### src/rtl/rib_arbiter.sv
// rib_arbiter: registered round-robin arbiter for the four rib bus masters.
// It has a tenure limit for unlocked masters when others are waiting, a
// per-master lock that holds the grant, and a one-cycle switch pulse that
// marks the first cycle of every new grant.
module rib_arbiter #(
   parameter int NUM_M    = 4,
   parameter int MAX_HOLD = 8,
   parameter int CNT_W    = $clog2(MAX_HOLD)
) (
   input  logic             clk,
   input  logic             rst,
   input  logic [NUM_M-1:0] req_i,
   input  logic [NUM_M-1:0] lock_i,
   output logic [NUM_M-1:0] grant_o,
   output logic [1:0]       grant_id_o,
   output logic             grant_vld_o,
   output logic [NUM_M-1:0] hold_o,
   output logic             switch_o
);

   typedef enum logic {IDLE, BUSY} state_t;

   localparam logic [CNT_W-1:0] CNT_MAX = CNT_W'(MAX_HOLD - 1);

   state_t             state_q, state_d;
   logic [CNT_W-1:0]   cnt_q, cnt_d;
   logic [1:0]         last_q, last_d;
   logic [1:0]         grant_id_d;
   logic               grant_vld_d;
   logic [NUM_M-1:0]   grant_d;
   logic               switch_d;
   logic [NUM_M-1:0]   cand;
   logic               others;
   logic [1:0]         pick;

   // Round-robin search: first set bit of mask starting after ptr, wrapping
   // around so that ptr itself is examined last.
   function automatic logic [1:0] rr_pick(input logic [NUM_M-1:0] mask,
                                          input logic [1:0]       ptr);
      logic [1:0] idx;
      rr_pick = ptr;
      // Scan from the farthest offset down so the nearest requester wins.
      for (int k = NUM_M; k >= 1; k--) begin
         idx = ptr + 2'(k);
         if (mask[idx]) rr_pick = idx;
      end
   endfunction

   // Candidates exclude the current owner; in IDLE grant_o is zero so every
   // requester is a candidate.
   assign cand   = req_i & ~grant_o;
   assign others = |cand;
   assign pick   = rr_pick(cand, last_q);

   // Stall every requesting master that does not currently own the bus.
   assign hold_o = req_i & ~grant_o;

   // Next-state and next-output decision for the arbitration FSM.
   always_comb begin
      // NOTE: every variable gets a default first so no latch is inferred.
      state_d     = state_q;
      cnt_d       = cnt_q;
      last_d      = last_q;
      grant_id_d  = grant_id_o;
      grant_vld_d = grant_vld_o;
      switch_d    = 1'b0;

      unique case (state_q)
         IDLE: begin
            if (|req_i) begin
               state_d     = BUSY;
               grant_id_d  = pick;
               grant_vld_d = 1'b1;
               last_d      = pick;
               cnt_d       = '0;
               switch_d    = 1'b1;
            end
         end
         BUSY: begin
            if (!req_i[grant_id_o]) begin
               if (others) begin
                  // Owner released with others waiting: hand over without a bubble.
                  grant_id_d = pick;
                  last_d     = pick;
                  cnt_d      = '0;
                  switch_d   = 1'b1;
               end else begin
                  state_d     = IDLE;
                  grant_id_d  = '0;
                  grant_vld_d = 1'b0;
                  cnt_d       = '0;
               end
            end else if (!lock_i[grant_id_o] && others && (cnt_q == CNT_MAX)) begin
               // Tenure expired under contention: preempt the unlocked owner.
               grant_id_d = pick;
               last_d     = pick;
               cnt_d      = '0;
               switch_d   = 1'b1;
            end else if (cnt_q != CNT_MAX) begin
               cnt_d = cnt_q + 1'b1;
            end
         end
         default: state_d = IDLE;
      endcase

      grant_d = grant_vld_d ? (NUM_M'(1) << grant_id_d) : '0;
   end

   // State and output registers with synchronous reset.
   always_ff @(posedge clk) begin
      if (rst) begin
         state_q     <= IDLE;
         cnt_q       <= '0;
         last_q      <= 2'd3;
         grant_o     <= '0;
         grant_id_o  <= '0;
         grant_vld_o <= 1'b0;
         switch_o    <= 1'b0;
      end else begin
         // NOTE: non-blocking assignments so every register samples pre-edge values.
         state_q     <= state_d;
         cnt_q       <= cnt_d;
         last_q      <= last_d;
         grant_o     <= grant_d;
         grant_id_o  <= grant_id_d;
         grant_vld_o <= grant_vld_d;
         switch_o    <= switch_d;
      end
   end

endmodule

### config.mk
export PLATFORM = sky130hd
export DESIGN_NAME = rib_arbiter
export DESIGN_NICKNAME = d
export VERILOG_FILES = /design/src/rtl/rib_arbiter.sv
export SDC_FILE = /design/constraint.sdc
export NUM_CORES = 1
export LEC_CHECK = 0
export ABC_AREA = 1
export BUFFER_PORTS_ARGS = -buffer_cell sky130_fd_sc_hd__buf_2
export CAP_MARGIN = 10
export CORE_MARGIN = 3
export CORE_UTILIZATION = 29
export CTS_CLUSTER_DIAMETER = 40
export CTS_CLUSTER_SIZE = 24
export DETAILED_ROUTE_END_ITERATION = 10
export PLACE_DENSITY = 0.59
export SYNTH_ARGS = -nofsm -noshare
export SYNTH_HDL_FRONTEND = slang
export SYNTH_SLANG_ARGS = --single-unit
### constraint.sdc
create_clock -name clk -period 3.45 [get_ports clk]
set_input_delay 0.1725 -clock clk [delete_from_list [all_inputs] [get_ports clk]]
set_output_delay 0.1725 -clock clk [all_outputs]
set_load 0.02 [all_outputs]
==> results of run 1 <==
==> power by group <==
part,switching (mW),internal [mW]
registers,0.0777,0.208
logic,0.403,0.226
clock network,0.0480,0.0404
==> registers in the layout (all words and copies together), names as in the netlist <==
name / flops
last_q: 2
grant_id_o: 2
cnt_q: 3
grant_vld_o: 1
state_q: 1
switch_o: 1
grant_o: 4
==> layout make-up <==
cell class / instances / area [um^2] / share of cell area
multi-input cells: 109 / 648 / 0.535
well taps: 46 / 57.6 / 0.0475
clock buffers: 3 / 22.5 / 0.0186
flip-flops and latches: 14 / 280 / 0.231
repair buffers: 21 / 105 / 0.0867
inverters: 25 / 98.8 / 0.0815
==> per-layer routing <==
layer | vias to the layer above | GRT usage | share of wire
met3 | 4 | 0.0221 | 0.048
li1 | 530 | - | -
met1 | 437 | 0.154 | 0.50
met4 | 0 | 0.0533 | 0.014
met5 | - | 0 | 0
met2 | 19 | 0.181 | 0.44
==> logic make-up after synthesis <==
family | share of synthesized area
simple gates | 0.489
buf+inv | 0.116
compound gates | 0.105
flops | 0.267
fa+ha+maj | 0.0238
==> cells in the mapped netlist (2+ instances only) <==
cell type / n
nor2_4: 2
ha_1: 2
nand4_1: 2
dfxtp_1: 14
o21ai_0: 2
inv_1: 15
nand3_2: 10
nor2_2: 5
nand3_1: 11
nand3b_1: 2
nand2_1: 33
nor2_1: 9
inv_2: 9
a21oi_1: 9
nand2_2: 12
==> worst paths after layout <==
check                                from          to  slack, ps  cells past startpoint
worst max register to register  last_q[0]  grant_o[3]       1740                     12
worst min register to register   cnt_q[2]    cnt_q[2]        470                      2
worst min-delay path                  rst    cnt_q[2]        170                      2
worst max-delay path            last_q[0]  grant_o[3]       1740                     12
==> summary.txt, run 1 <==
Clock Sinks: 14
PwrDens: 827 mW/mm^2
CTS Hold Bufs: 0
CTS resizes: 0
MaxCap Viol Count: 0
initial antenna violation count: 0
CP Data Required Time: 3620 ps
Vert. Die Dim: 66.2 um
Post-Syn Area per Cell: 6.95 um^2
initial core utilization: 0.307
Post CTS Setup Buffer Count: 0
synth unique cells: 29
final setup margin: 1740 ps
CP delay by family, top: simple AND/OR/NAND/NOR gates
fin crit period: 1710 ps
largest net degree at the start of global routing: 10
top post-synthesis cells by area: dfxtp_1 (27%), nand2_1 (12%), nand3_2 (9.5%), nand2_2 (7.2%), inv_1 (5.4%)
CP Cell Sequence: nand3_2, nand2_1, nand2_2, nand2_1, inv_2, nand2_1, nand2_2, nand2_2, nor2_2, nand3b_4, inv_2, nor2_1
fill cell count: 400
I/O pin cnt: 22
Post-Layout Cell Count: 218
Routed wire per std cell: 10.9 um
Synth Instances: 151
Final setup viols: 0
status: complete, no violations
DRC: 0
first-pass GRT wire length: 3.97 mm
share of layout cells above drive strength 1: 0.395
GR Overflow Total: 0
skew final: 3.31 ps
Yosys Warn Count: 0
Final Util: 0.355
Fmax: 585 MHz
predominant post-synthesis flop cell: dfxtp_1
number of synthesized register bits: 14
Hold WC Path Type: in -> reg
leak pwr: 0.617 nW
post-synth top area cell: dfxtp_1
Die Area: 0.00438 mm^2
asr flop ratio synth: 0
H-tree levels: 1
crit-path max cell delay: 600 ps
crit path buf inv count: 2
# placed instances: 215
period utilization: 0.496
post-detail-place hpwl: 2.01 mm
worst-path maximum fanout: 9
vias in the first global route: 919
DRT iter0 DRCs: 53
RSZ-0062 raised after global routing: false
Antenna Cells: 0
post-synth top area share: 0.267
routed vias: 990
fin area: 0.00121 mm^2
Post-DP Area: 0.00119 mm^2
TritonRoute pass-1 iters: 4
Root Buffer: clkbuf_4
Layout area overhead: 15.5%
total CTS buffers: 3
Slowest cell on crit path: dfxtp_1
die width: 66.2 um
Fin. Hold Viols: 0
clk_lat worst skew: 270 ps
CP Capture Type: register
Cell Area, Synth: 0.00105 mm^2
Setup Crit Path Kind: reg -> reg
GRT Total Usage: 0.116
Worst VDD drop: 0.264 mV
sequential share of the synthesized area: 0.267
Site Rows: 21
maximum clock path buffer count: 2
most frequent cells in the layout: nand2_1 (33), buf_2 (21), inv_1 (15)
nets: 186
number of vias per cell: 4.54
Worst-Margin Slew: 445 ps
clock slew at reported path FFs: 80 ps
Final Max Tran Viols: 0
GPL Wtd Cong: 0.901
Rel. slew slack: 0.703
core area: 0.00342 mm^2
Post-synth EDFFs: 0
final wirelength: 2.39 mm
Synthesized Nets: 163
post-place setup slack: 1740 ps
total power: 1.00 mW
post-route ant nets: 0
Final TNS setup: 0 ps
commonest non-fill, non-tap cell in the layout: nand2_1
CTS tree: done
startpoint types: register
Hold Worst Slack: 168 ps
CP arrival: 1880 ps
PortBufs: 21
(Power assumes the default switching activity.)
==> run 2, diff against run 1 <==
clock period = 1.6 ns   (was 3.45 ns; I/O delays follow)
==> run 2 against run 1 <==
  * Register-to-register slack lost 1700 ps
  * First-iteration DRC count is 13% higher
  * Design area increased by 13%
  * Core utilization grew 4.6 points
  * Hold slack got worse by 110 ps
  * Total power increased to 2.5 times the previous value
  * Critical path depth rose by 3
==> summary.txt, run 2 (synthesized netlist as in run 1, its figures left out) <==
PwrDens: 1850 mW/mm^2 (+120%)
Final setup viols: 0 (unchanged)
initial core utilization: 0.307 (unchanged)
fill cell count: 375 (-6.3%)
share of layout cells above drive strength 1: 0.489 (+0.0938)
skew final: 4.69 ps (+1.38 ps)
Final Util: 0.401 (+0.0462)
most frequent cells in the layout: nand2_1 (31), buf_2 (21), inv_1 (15)
Routed wire per std cell: 11.0 um (+0.58%)
Setup Crit Path Kind: reg -> reg
Post-DP Area: 0.00127 mm^2 (+6.7%)
flop2flop setup slack: 70 ps (-1670 ps)
post-detail-place hpwl: 2.01 mm (-0.20%)
routed vias: 1039 (+4.9%)
Final Max Tran Viols: 0 (unchanged)
DRT iter0 DRCs: 60 (+13%)
total power: 2.53 mW (+150%)
total CTS buffers: 3 (unchanged)
Fmax: 656 MHz (+12%)
GRT Total Usage: 0.126 (+0.00913)
Rel. slew slack: 0.807 (+0.104)
DRC: 0 (unchanged)
RSZ-0062 raised after global routing: true
Top reg by flops: grant_o
r2r endpoint: grant_o[2]
Antenna Cells: 0 (unchanged)
Vert. Die Dim: 66.2 um (unchanged)
r2r worst-path depth: 15 (+3)
Clock Sinks: 14 (unchanged)
TritonRoute pass-1 iters: 4 (unchanged)
vias in the first global route: 941 (+2.4%)
leak pwr: 0.699 nW (+13%)
die width: 66.2 um (unchanged)
nets: 197 (+5.9%)
final wirelength: 2.53 mm (+6.1%)
Worst-Margin Slew: 290 ps (-155 ps)
HP Start: rst
startpoint types: register
clk_lat worst skew: 280 ps (about the same)
CP Capture Type: register
Root Buffer: clkbuf_4
top flop regs: grant_o x4, cnt_q x3
Hold Path Stages: 2 (unchanged)
Site Rows: 21 (unchanged)
GPL Wtd Cong: 0.861 (-4.5%)
CP Data Required Time: 1780 ps (-1840 ps)
fin crit period: 1530 ps (-185 ps)
commonest non-fill, non-tap cell in the layout: nand2_1
worst r2r src: last_q[0]
maximum clock path buffer count: 2 (unchanged)
initial antenna violation count: 0 (unchanged)
max reg flops: 4 (unchanged)
largest net degree at the start of global routing: 10 (unchanged)
Fin. Hold Viols: 0 (unchanged)
core area: 0.00342 mm^2 (unchanged)
post-route ant nets: 0 (unchanged)
status: complete, no violations
MaxCap Viol Count: 0 (unchanged)
CTS Hold Bufs: 0 (unchanged)
period utilization: 0.953 (+0.458)
Worst Hold Path EP: cnt_q[2]
Worst VDD drop: 0.503 mV (+90%)
GR Overflow Total: 0 (unchanged)
clock slew at reported path FFs: 90 ps (about the same)
Layout area overhead: 30.5%
fin area: 0.00137 mm^2 (+13%)
Hold WC Path Type: in -> reg
PortBufs: 21 (unchanged)
CTS tree: done
H-tree levels: 1 (unchanged)
CP arrival: 1700 ps (-180 ps)
I/O pin cnt: 22 (unchanged)
first-pass GRT wire length: 4.29 mm (+8.0%)
worst-path maximum fanout: 9 (unchanged)
Die Area: 0.00438 mm^2 (unchanged)
number of vias per cell: 4.52 (-0.53%)
[run 2: what timing repair did]
item                                    CTS  global route
setup buffers                             0             2
endpoints found under the setup margin    0            11
gates resized for setup                   0            16
[run 2: worst max path at each step]
stage | startpoint | to | slack, ps | cells past startpoint
after floorplan | grant_id_o[0] | grant_o[1] | 60 | 11
after global placement | last_q[0] | grant_id_o[0] | 40 | 13
after detailed placement | last_q[0] | grant_o[2] | 40 | 15
after CTS | last_q[0] | grant_o[2] | 20 | 15
after global routing | grant_o[2] | grant_o[3] | -70 | 10
final | last_q[0] | grant_o[2] | 70 | 15
[run 2: cell type report]
class | count | area [um^2] | area share
multi-input combinational | 109 | 684 | 0.500
sequential | 14 | 290 | 0.212
timing repair buffer | 32 | 200 | 0.146
clock buffer | 4 | 36.3 | 0.0265
inverter | 25 | 101 | 0.0740
tap | 46 | 57.6 | 0.0420
[run 2: critical path, cell delays in order (launching register included)]
cell and delay [ps]:
dfxtp_2 340, buf_12 140, inv_8 70, nand2_1 60, nand2_2 70, nand3_2 90, nand3_2 90, nand2_1 50
nand2_1 50, nand2_1 50, nand2_2 70, nand3_2 80, nand2_4 90, nand3_2 60, nand2_2 60, nor2_1 40
[run 2: stage by stage]
step / instances / setup TNS (ps) / setup WS [ps] / hold WS [ps]
finish: 230 / 0 / 74.7 / 59.5
global placement: 224 / 0 / 44.9 / 364
global route: 230 / -374 / -70.7 / 57.3
floorplan: 151 / 0 / 60.2 / 252
detailed placement: 224 / 0 / 43.0 / 364
CTS: 228 / 0 / 20.8 / 53.3
[run 2: layer usage]
metal	GRT usage	part of all wire
met5	0	0
met4	0.0381	0.0099
met3	0.0323	0.051
met2	0.181	0.44
met1	0.181	0.50
[run 2: power by group]
part,internal [mW],switching [mW],leakage [nW]
Combinational,0.686,1.00,0.560
Clock,0.138,0.121,0.0210
Sequential,0.465,0.121,0.118
Total,1.29,1.25,0.699
==> run 3, diff against run 2 <==
--- a/constraint.sdc
+++ b/constraint.sdc
@@ -3,2 +3,2 @@
 set_output_delay 0.08 -clock clk [all_outputs]
-set_load 0.02 [all_outputs]
+set_load 0.1 [all_outputs]
==> run 3 against run 2 <==
  * Via count rose by 3.1%
  * Worst setup slack got worse by 68 ps
  * Non-clock buffer count did not move
  * Combinational power rose by 44%
  * Fmax fell by 4.3%
  * Global-route usage rose by 0.36 points
  * Die area did not move
  * Flip-flop and latch count did not move
  * Total power rose by 31%
  * Sequential power rose by 5.6%
==> summary.txt, run 3 (synthesized netlist as in run 1, its figures left out) <==
RSZ-0062 raised after global routing: true
TritonRoute pass-1 iters: 4 (unchanged)
max reg flops: 4 (unchanged)
CP Cell Sequence: buf_12, buf_4, nand3_2, nand2_2, nor2_4, nand2_1, nand2_1, nand2_2, nand2_4, nand3_4, nand2_4, nand3_2, nand2_2, nor2_1
MaxCap Viol Count: 0 (unchanged)
period utilization: 0.996 (+0.0425)
routed vias: 1071 (+3.1%)
flop2flop setup slack: 7 ps (-70 ps)
Root Buffer: clkbuf_4
Worst Hold Path EP: cnt_q[1]
DRT iter0 DRCs: 13 (-78%)
CP dominant cell by count: nand2_2
core area: 0.00342 mm^2 (unchanged)
H-tree levels: 1 (unchanged)
fill cell count: 375 (unchanged)
Hold WC Path Type: in -> reg
post-route ant nets: 0 (unchanged)
crit-path max cell delay: 340 ps (about the same)
r2r worst-path depth: 14 (-1)
Clock Sinks: 14 (unchanged)
Final TNS setup: 0 ps (unchanged)
vias in the first global route: 965 (+2.6%)
I/O pin cnt: 22 (unchanged)
GPL Wtd Cong: 0.808 (-6.1%)
GRT Max-Usage Layer: met2
crit path launch: last_q[0]
nets: 197 (unchanged)
DRC: 0 (unchanged)
top flop regs: grant_o x4, cnt_q x3
initial antenna violation count: 0 (unchanged)
largest net degree at the start of global routing: 10 (unchanged)
clk_lat worst skew: 280 ps (about the same)
Antenna Cells: 0 (unchanged)
die width: 66.2 um (unchanged)
PortBufs: 21 (unchanged)
Fmax: 628 MHz (-4.3%)
Layout area overhead: 37.4%
most frequent cells in the layout: nand2_1 (26), buf_2 (21), nand2_2 (15)
worst-path maximum fanout: 8 (-1)
Hold Path Stages: 2 (unchanged)
fin crit period: 1590 ps (+68.1 ps)
Setup Crit Path Kind: reg -> reg
Fin. Hold Viols: 0 (unchanged)
post-detail-place hpwl: 2.05 mm (+1.9%)
status: complete, no violations
initial core utilization: 0.307 (unchanged)
Final Max Tran Viols: 0 (unchanged)
met1 Resource Use GR: 0.171 (-0.0101)
CP Data Required Time: 1790 ps (about the same)
CP delay by family, top: simple AND/OR/NAND/NOR gates
Routed wire per std cell: 11.5 um (+4.8%)
leak pwr: 0.713 nW (+2.0%)
Final setup viols: 0 (unchanged)
share of layout cells above drive strength 1: 0.533 (+0.0435)
maximum clock path buffer count: 2 (unchanged)
final wirelength: 2.65 mm (+4.8%)
global-route track usage on met2: 0.197 (+0.0161)
total CTS buffers: 3 (unchanged)
total power: 3.32 mW (+31%)
skew final: 3.26 ps (-1.43 ps)
Worst VDD drop: 1.34 mV (+170%)
Rel. slew slack: 0.674 (-0.133)
PwrDens: 2300 mW/mm^2 (+24%)
Top reg by flops: grant_o
CP arrival: 1780 ps (+80 ps)
HP Start: rst
clock slew at reported path FFs: 90 ps (about the same)
first-pass GRT wire length: 4.41 mm (+2.7%)
commonest non-fill, non-tap cell in the layout: nand2_1
Vert. Die Dim: 66.2 um (unchanged)
Site Rows: 21 (unchanged)
crit path buf inv count: 2 (unchanged)
Slowest cell on crit path: dfxtp_2
GRT Total Usage: 0.129 (+0.00357)
Die Area: 0.00438 mm^2 (unchanged)
startpoint types: register
met3 Use GR: 0.0255 (-0.00680)
CTS tree: done
GR Overflow Total: 0 (unchanged)
CP Capture Type: register
number of vias per cell: 4.66 (+3.1%)
Worst-Margin Slew: 493 ps (+203 ps)
r2r endpoint: grant_o[3]
worst r2r src: last_q[0]
[run 3: changes by cell type in the layout (fill, tap and decap cells not counted), moves of 2 or more]
cell     delta
nand2_4     +3
dfxtp_4     +5
dfxtp_2     -4
nor2_2      -3
nor2_4      +3
nand2_1     -5
nand2_2     +2
[run 3: final cells by class]
cell class	count	area [um^2]	area share
Multi-Input combinational cell	109	741	0.513
Clock buffer	4	36.3	0.0252
Sequential cell	14	304	0.211
Inverter	25	104	0.0720
Timing Repair Buffer	32	200	0.139
Tap cell	46	57.6	0.0399
[run 3: worst max-delay path by stage]
stage,endpoint,slack [ps],cells past startpoint
floorplan,grant_o[1],-290,12
global placement,grant_o[0],20,14
detailed placement,grant_o[0],4,14
CTS,grant_o[0],0.4,14
global route,grant_o[3],-130,15
finish,grant_o[3],7,14
[run 3: worst register-to-register path: stages (launching register included)]
cell and delay [ps]:
dfxtp_2 340, buf_12 140, buf_4 130, nand3_2 60, nand2_2 60, nor2_4 130, nand2_1 70, nand2_1 60
nand2_2 60, nand2_4 80, nand3_4 80, nand2_4 90, nand3_2 70, nand2_2 80, nor2_1 50
[run 3: per-stage QoR]
stage / hold WS (ps) / std cells / setup WS [ps] / util / cell area [um^2]
floorplan: 325 / 151 / -286 / - / 1110
global placement: 380 / 221 / 17.5 / 0.383 / 1310
detailed placement: 376 / 221 / 4.39 / 0.383 / 1310
CTS: 66.1 / 225 / 0.391 / 0.395 / 1350
global route: 69.8 / 230 / -133 / 0.422 / 1440
finish: 61.6 / 230 / 6.68 / 0.422 / 1440
[run 3: per-layer routing]
layer  wire length [um]  up-vias
met3                107        6
met1               1150      484
met2               1330       27
li1                   -      554
met5                  0        -
met4                 65        0
[run 3: timing repair]
action	4_1_cts	5_1_grt
hold buffers	0	0
pin swaps	6	11
endpoints found under the hold margin	0	0
setup buffers	0	5
resized for setup	2	14
endpoints found under the setup margin	3	9
[run 3: where the power goes]
part | leakage (nW) | internal (mW) | switching, mW | total [mW]
Sequential | 0.119 | 0.486 | 0.133 | 0.619
Combinational | 0.572 | 0.761 | 1.68 | 2.44
Clock | 0.0210 | 0.139 | 0.123 | 0.261
Total | 0.713 | 1.39 | 1.93 | 3.32
